$ cat src/rtl/decode_mc_ext.sv
// Multi-cycle ARM-subset control decoder: main FSM, ALU decoder, PC-write logic and instruction decoder.
// Outputs are combinational from the registered state; MemReady stalls FETCH, MEMRD and MEMWR.
module decode_mc_ext #(
  parameter int ALUCTRL_W = 3,
  parameter bit EXT_OPS   = 1'b1,
  parameter int STATE_W   = 4
) (
  input  logic                 clk,
  input  logic                 reset,
  input  logic [1:0]           Op,
  input  logic [5:0]           Funct,
  input  logic [3:0]           Rd,
  input  logic                 MemReady,
  output logic                 PCS,
  output logic                 NextPC,
  output logic                 RegW,
  output logic                 MemW,
  output logic                 IRWrite,
  output logic                 AdrSrc,
  output logic [1:0]           ResultSrc,
  output logic                 ALUSrcA,
  output logic [1:0]           ALUSrcB,
  output logic [1:0]           FlagW,
  output logic [ALUCTRL_W-1:0] ALUControl,
  output logic [1:0]           ImmSrc,
  output logic [1:0]           RegSrc,
  output logic                 Undef,
  output logic [STATE_W-1:0]   state
);

  typedef enum logic [3:0] {
    S_FETCH  = 4'd0,
    S_DECODE = 4'd1,
    S_MEMADR = 4'd2,
    S_MEMRD  = 4'd3,
    S_MEMWB  = 4'd4,
    S_MEMWR  = 4'd5,
    S_EXECR  = 4'd6,
    S_EXECI  = 4'd7,
    S_ALUWB  = 4'd8,
    S_BRANCH = 4'd9,
    S_UNDEF  = 4'd10
  } state_e;

  localparam logic [3:0] CMD_AND = 4'b0000;
  localparam logic [3:0] CMD_EOR = 4'b0001;
  localparam logic [3:0] CMD_SUB = 4'b0010;
  localparam logic [3:0] CMD_ADD = 4'b0100;
  localparam logic [3:0] CMD_TST = 4'b1000;
  localparam logic [3:0] CMD_CMP = 4'b1010;
  localparam logic [3:0] CMD_ORR = 4'b1100;
  localparam logic [3:0] CMD_MOV = 4'b1101;

  state_e state_q, state_d;

  logic [3:0] cmd;
  logic       s_bit;
  logic       alu_op;
  logic       branch;
  logic       no_write;
  logic       is_cmp_tst;
  logic       arith_flags;
  logic [2:0] alu_ctl;
  logic       flag_nz;

  assign cmd   = Funct[4:1];
  assign s_bit = Funct[0];

  // Command decode is independent of ALUOp so EXECR/EXECI can steer on NoWrite.
  always_comb begin
    alu_ctl     = 3'b000;
    no_write    = 1'b0;
    is_cmp_tst  = 1'b0;
    arith_flags = 1'b0;
    unique case (cmd)
      CMD_ADD: begin
        alu_ctl     = 3'b000;
        arith_flags = 1'b1;
      end
      CMD_SUB: begin
        alu_ctl     = 3'b001;
        arith_flags = 1'b1;
      end
      CMD_AND: alu_ctl = 3'b010;
      CMD_ORR: alu_ctl = 3'b011;
      CMD_EOR: begin
        if (EXT_OPS) alu_ctl = 3'b100;
        else         no_write = 1'b1;
      end
      CMD_MOV: begin
        if (EXT_OPS) alu_ctl = 3'b101;
        else         no_write = 1'b1;
      end
      CMD_CMP: begin
        no_write = 1'b1;
        if (EXT_OPS) begin
          alu_ctl     = 3'b001;
          is_cmp_tst  = 1'b1;
          arith_flags = 1'b1;
        end
      end
      CMD_TST: begin
        no_write = 1'b1;
        if (EXT_OPS) begin
          alu_ctl    = 3'b010;
          is_cmp_tst = 1'b1;
        end
      end
      default: no_write = 1'b1;
    endcase
  end

  // Unsupported commands are flagged as no_write without is_cmp_tst; they never write flags.
  logic supported;
  assign supported = ~no_write | is_cmp_tst;
  assign flag_nz   = supported & (s_bit | is_cmp_tst);

  always_comb begin
    ALUControl = '0;
    FlagW      = 2'b00;
    if (alu_op) begin
      ALUControl[2:0] = alu_ctl;
      FlagW[1]        = flag_nz;
      FlagW[0]        = flag_nz & arith_flags;
    end
  end

  always_comb begin
    state_d = state_q;
    unique case (state_q)
      S_FETCH:  if (MemReady) state_d = S_DECODE;
      S_DECODE: begin
        unique case (Op)
          2'b00:   state_d = Funct[5] ? S_EXECI : S_EXECR;
          2'b01:   state_d = S_MEMADR;
          2'b10:   state_d = S_BRANCH;
          default: state_d = S_UNDEF;
        endcase
      end
      S_MEMADR: state_d = Funct[0] ? S_MEMRD : S_MEMWR;
      S_MEMRD:  if (MemReady) state_d = S_MEMWB;
      S_MEMWR:  if (MemReady) state_d = S_FETCH;
      S_EXECR,
      S_EXECI:  state_d = no_write ? S_FETCH : S_ALUWB;
      S_MEMWB,
      S_ALUWB,
      S_BRANCH,
      S_UNDEF:  state_d = S_FETCH;
      default:  state_d = S_FETCH;
    endcase
  end

  always_ff @(posedge clk) begin
    if (reset) state_q <= S_FETCH;
    else       state_q <= state_d;
  end

  always_comb begin
    NextPC    = 1'b0;
    RegW      = 1'b0;
    MemW      = 1'b0;
    IRWrite   = 1'b0;
    AdrSrc    = 1'b0;
    ResultSrc = 2'b00;
    ALUSrcA   = 1'b0;
    ALUSrcB   = 2'b00;
    alu_op    = 1'b0;
    branch    = 1'b0;
    Undef     = 1'b0;
    unique case (state_q)
      S_FETCH: begin
        IRWrite   = MemReady;
        NextPC    = MemReady;
        ALUSrcA   = 1'b1;
        ALUSrcB   = 2'b10;
        ResultSrc = 2'b10;
      end
      S_DECODE: begin
        ALUSrcA   = 1'b1;
        ALUSrcB   = 2'b10;
        ResultSrc = 2'b10;
      end
      S_MEMADR: ALUSrcB = 2'b01;
      S_MEMRD:  AdrSrc  = 1'b1;
      S_MEMWB: begin
        ResultSrc = 2'b01;
        RegW      = 1'b1;
      end
      S_MEMWR: begin
        AdrSrc = 1'b1;
        MemW   = 1'b1;
      end
      S_EXECR: alu_op = 1'b1;
      S_EXECI: begin
        ALUSrcB = 2'b01;
        alu_op  = 1'b1;
      end
      S_ALUWB: RegW = 1'b1;
      S_BRANCH: begin
        ALUSrcB   = 2'b01;
        ResultSrc = 2'b10;
        branch    = 1'b1;
      end
      S_UNDEF: Undef = 1'b1;
      default: ;
    endcase
  end

  assign PCS    = ((Rd == 4'hF) & RegW) | branch;
  assign ImmSrc = Op;
  assign RegSrc = {Op == 2'b01, Op == 2'b10};

  always_comb begin
    state      = '0;
    state[3:0] = state_q;
  end

endmodule

$ cat config.mk
export PLATFORM = sky130hd
export DESIGN_NAME = decode_mc_ext
export DESIGN_NICKNAME = d
export VERILOG_FILES = /design/src/rtl/decode_mc_ext.sv
export SDC_FILE = /design/constraint.sdc
export NUM_CORES = 1
export LEC_CHECK = 0
export ABC_AREA = 1
export CAP_MARGIN = 0
export CORE_MARGIN = 2
export CORE_UTILIZATION = 39
export CTS_BUF_LIST = sky130_fd_sc_hd__clkbuf_4
export DETAILED_ROUTE_END_ITERATION = 8
export PLACE_DENSITY = 0.86
export SYNTH_ARGS = -nofsm -noshare
export SYNTH_HDL_FRONTEND = slang
export SYNTH_SLANG_ARGS = --single-unit
$ cat constraint.sdc
create_clock -name clk -period 1.87 [get_ports clk]
set_clock_uncertainty 0.15 [all_clocks]
set_input_delay 0.374 -clock clk [delete_from_list [all_inputs] [get_ports clk]]
set_output_delay 0.374 -clock clk [all_outputs]
set_load 0.03 [all_outputs]
# == Word level (Yosys, flattened, before mapping) ==
# Cells that the tools add are included.
# totals
out_inout_bits,25
wordCells,68
input_bits,15
ff_bits,4
# op_classes
n_reduce_logical,15
n_bitwise,6
muxes,23
n_eq_ne,23
# ops
cell,count
== test 4 bit (second input constant),8
case mux 4 bit (6 select lines),1
== test 4 x 3 -> 1 bit (second input constant),5
two-way mux 4 bit,4
case mux 3 bit (5 select lines),1
OR reduction 2 bit,7
== test 4 x 2 -> 1 bit (second input constant),3
case mux 4 bit (3 select lines),1
two-way mux 1 bit,11
OR reduction 3 bit,3
== test 4 x 1 -> 1 bit (second input constant),2
zero test 4 bit,2
case mux 2 bit (2 select lines),2
two-way mux 3 bit,2
inequality test 2 bit (second input constant),3
OR reduction 6 bit,1
bitwise AND 1 bit,3
bitwise OR 1 bit,3
AND reduction 3 bit,1
== test 2 x 1 -> 1 bit (second input constant),1
== test 2 bit (second input constant),1
zero test 2 bit,1
two-way mux 2 bit,1

# == Logic depth before layout (Yosys ltp) ==
# depth
word_depth,7
mapped_depth,8

# == Least setup slack after synthesis ==
# No wires, ideal clock.
# synth_path
path_type,flip-flop to output port
start,register state_q[3] (netlist: state[3])
end,output Undef
arrival_ns,1.607
stages_incl_launch_ff,5
slack_ns,-0.261
required_ns,1.346
path_cell_list,dfxtp_1 -> inv_1 -> nor2_1 -> inv_1 -> nor3_1
# synth_between
elab_chain_len,2
# synth_lines
element,line,text
"start, declared",54,"state_e state_q, state_d;"
"start signal, assigned",155,else state_q <= state_d;
== test 4 bit,170,unique case (state_q)
two-way mux 1 bit,170,
"end, declared",27,"output logic Undef,"
# No other way between the ends.

# == Final worst setup path ==
# layout_path
start,register state_q[2] (netlist: state[2])
end,output ALUControl[0]
# layout_between
elab_chain_len,4
elab_cells_between_ends,5
cone_classes,eq/ne (2); mux (2); reduce/logical (1)
# layout_lines
element,line,text
== test 4 x 3 -> 1 bit,170,
OR reduction 2 bit (no source line) *,-,
two-way mux 1 bit *,170,
two-way mux 3 bit *,121,if (alu_op) begin
"end, declared",24,"output logic [ALUCTRL_W-1:0] ALUControl,"
# Mark *: on every way between the ends. The rest lies on a longest branch, timed or not.

==> run summary <==
Final core utilization: 78.49%
Worst path bufs/invs: 3
Hold Vio Cnt, Final: 0
Register bit total from synthesis: 4
Io pins: 40
Total iterations of the first detailed-routing run: 4
Routed WL: 1918 µm
Fin nets: 178
Syn Inst Count: 108
Setup TNS: -0.01034 ns
Cell Pwr Density: 886.4 nW/µm²
Starting density of the core: 40.99%
Global-route wire length before repair: 3236 µm
CTS root buffer: clkbuf_4
Fmax: 531.8 MHz
Share of cells above drive strength 1: 48.45%
WP data required: 1.35 ns
Fin. max-slew vios: 0
Post-placement cell area: 1067 µm²
Async SR Flop Fraction: 0%
Main synth FF type: dfxtp_1
Met3 WL: 103 µm
Most frequent CP cell: buf_6
Met1 WL: 872 µm
Largest net degree at the start of global routing: 9
Max-cap violation count: 0
Final critical-path required period: 1.880 ns
Top sig layer: met3
Vias in the first global route: 793
Die area: 1877 µm²
Outcome: finished with violations
CP peak stage delay: 0.33 ns
Via count: 862
Fin crit share: 100.6%
Ant. Diodes: 0
Total GRT Usage: 21.10%
H-tree depth: 1
CP endpoint kind: output pin
Chip Height: 43.33 µm
Multi-input logic area: 488.0 µm²
Net Count, Synth: 123
Sw Ratio: 54.17%
Area contributors post-synth: dfxtp_1 (13%), nand2_1 (13%), nor2_1 (11%)
Setup CP Type: reg2out
Post-synthesis sequential area ratio: 13.28%
Flop pwr share: 14.4%
Clk_lat worst skew: 0.23 ns
Setup crit start kind: register
Register Area: 83.83 µm²
WHS: 0.5741 ns
Synth warn: 0
Dpl cells: 171
Arrival @ worst endpoint: 1.36 ns
Non-Filler Instances: 177
Clk buf depth: 2
DRC: 0
Comb power frac: 75.2%
Delay-heaviest family, CP: buffers and inverters
Netlist cell types: 23
Failing checks: setup timing
DR vias/cell: 4.870
Relative slew slack: 79.80%
FILL cells: 125
Pint: 0.4692 mW
Gr ovfl total: 0
Slew @ Worst Pin: 0.3042 ns
IO Port Bufs: 39
Number of synthesized flops with an enable pin: 0
TritonCTS buffer count: 3
NetSw: 0.5545 mW
CP max stage cell: dfxtp_2
Detail Route Antenna Nets: 0
Clk pwr share: 10.4%
Final Worst Setup Slack: -0.01034 ns
# setup viols final: 1
Area fraction of the dominant cell type after synthesis: 13.28%
Top-count cell post-synth: nand2_1
RSZ-0062 raised after global routing: true
Worst-path cell chain: buf_6, nand2_8, nor2_4, inv_2, a221oi_4, buf_6
Wirelength per Cell: 10.84 µm
Post-DP HPWL: 1576 µm
Hold crit path type: in2reg
Area leader, netlist: dfxtp_1
Placer congestion estimate: 0.8211
Number of flip-flops under the largest register name: 4
Maximum VDD drop: 933.1 µV
Clock transition at path regs: 0.04 ns
FP Rows: 14
Placeable Area: 1471 µm²
TritonCTS clock tree: built
Critical path peak fanout: 4
Die W: 43.33 µm
Synth cell count leaders: nand2_1 (21), nor2_1 (17), inv_1 (16)
Clock sinks: 4
Syn Area/Cell: 5.584 µm²
LEAKAGE: 0.6075 nW
Initial antenna violation count: 0
Area of the mapped netlist: 603.1 µm²
Cell area after layout: 1155 µm²
Area added between synthesis and finish: 91.49%
Met2 WL: 942 µm
First DRT Iteration DRCs: 13
==> area by class of cell <==
type | count | share of cell area [%]
multi-input combinational | 76 | 42.25
timing repair buffer | 55 | 39.22
inverter | 23 | 7.584
sequential | 4 | 7.259
clock buffer | 3 | 1.950
tap | 16 | 1.733
==> power by group through the flow <==
stage	logic (mW)	registers (mW)	clock network [mW]
5_1_grt	0.830	0.152	0.113
6_report	0.769	0.148	0.107
4_1_cts	0.733	0.140	0.107
3_5_place_dp	0.748	0.139	0
3_3_place_gp	0.736	0.137	0
2_1_floorplan	0.459	0.178	0
==> routing by layer <==
layer	up-vias	global-route usage (%)
met5	-	0
li1	448	-
met3	0	1.277
met1	384	30.43
met2	30	35.82
met4	0	1.818
==> cell families after synthesis <==
family,share of synthesized area [%]
and+or+nand+nor,52.69
buffers and inverters,20.95
DFF,13.28
AOI/OAI and AO/OA,13.07
==> through the flow <==
step	total power, mW	setup WS, ns
6_report	1.024	-0.01034
5_1_grt	1.096	-0.06864
4_1_cts	0.9801	-0.03487
3_5_place_dp	0.8877	-0.3290
3_3_place_gp	0.8731	-0.2560
2_1_floorplan	0.6368	-0.01952
==> placed cells by master, fill, tap and decap left out, types with 2 or more instances in the layout <==
| cell type | n |
|---|---|
| clkdlybuf4s15_1 | 2 |
| inv_2 | 7 |
| nor2_2 | 5 |
| dlygate4sd2_1 | 4 |
| buf_4 | 31 |
| a21oi_1 | 3 |
| clkbuf_4 | 3 |
| buf_6 | 4 |
| nand2_2 | 4 |
| nand4_1 | 3 |
| nor2_4 | 7 |
| inv_1 | 15 |
| clkdlybuf4s50_1 | 10 |
| o21ai_0 | 2 |
| nand3_1 | 10 |
| clkbuf_2 | 3 |
| nor2_1 | 10 |
| dfxtp_2 | 3 |
| a21oi_2 | 2 |
| nand2_1 | 20 |
| o211ai_1 | 2 |
==> final timing paths <==
path | endpoint | cells after the start | slack [ns] | startpoint
hold reg to reg | state[0] | 6 | 0.62 | state[0]
setup / recovery | ALUControl[0] | 6 | -0.01 | state[2]
hold / removal | state[3] | 6 | 0.57 | Funct[3]
setup reg to reg | state[3] | 8 | 0.54 | state[2]
==> worst register-to-register path, delay by kind of cell, from the launching register on <==
kind	cells	cell delay, ns
buffers and inverters	3	0.33
and+or+nand+nor	5	0.47
DFF	1	0.33
==> what timing repair did <==
action	in CTS	in global routing
pin swaps	0	4
endpoints found under the setup margin	15	11
hold buffers	0	0
setup buffers	0	3
resized for setup	22	20
(Power assumes the default switching activity.)
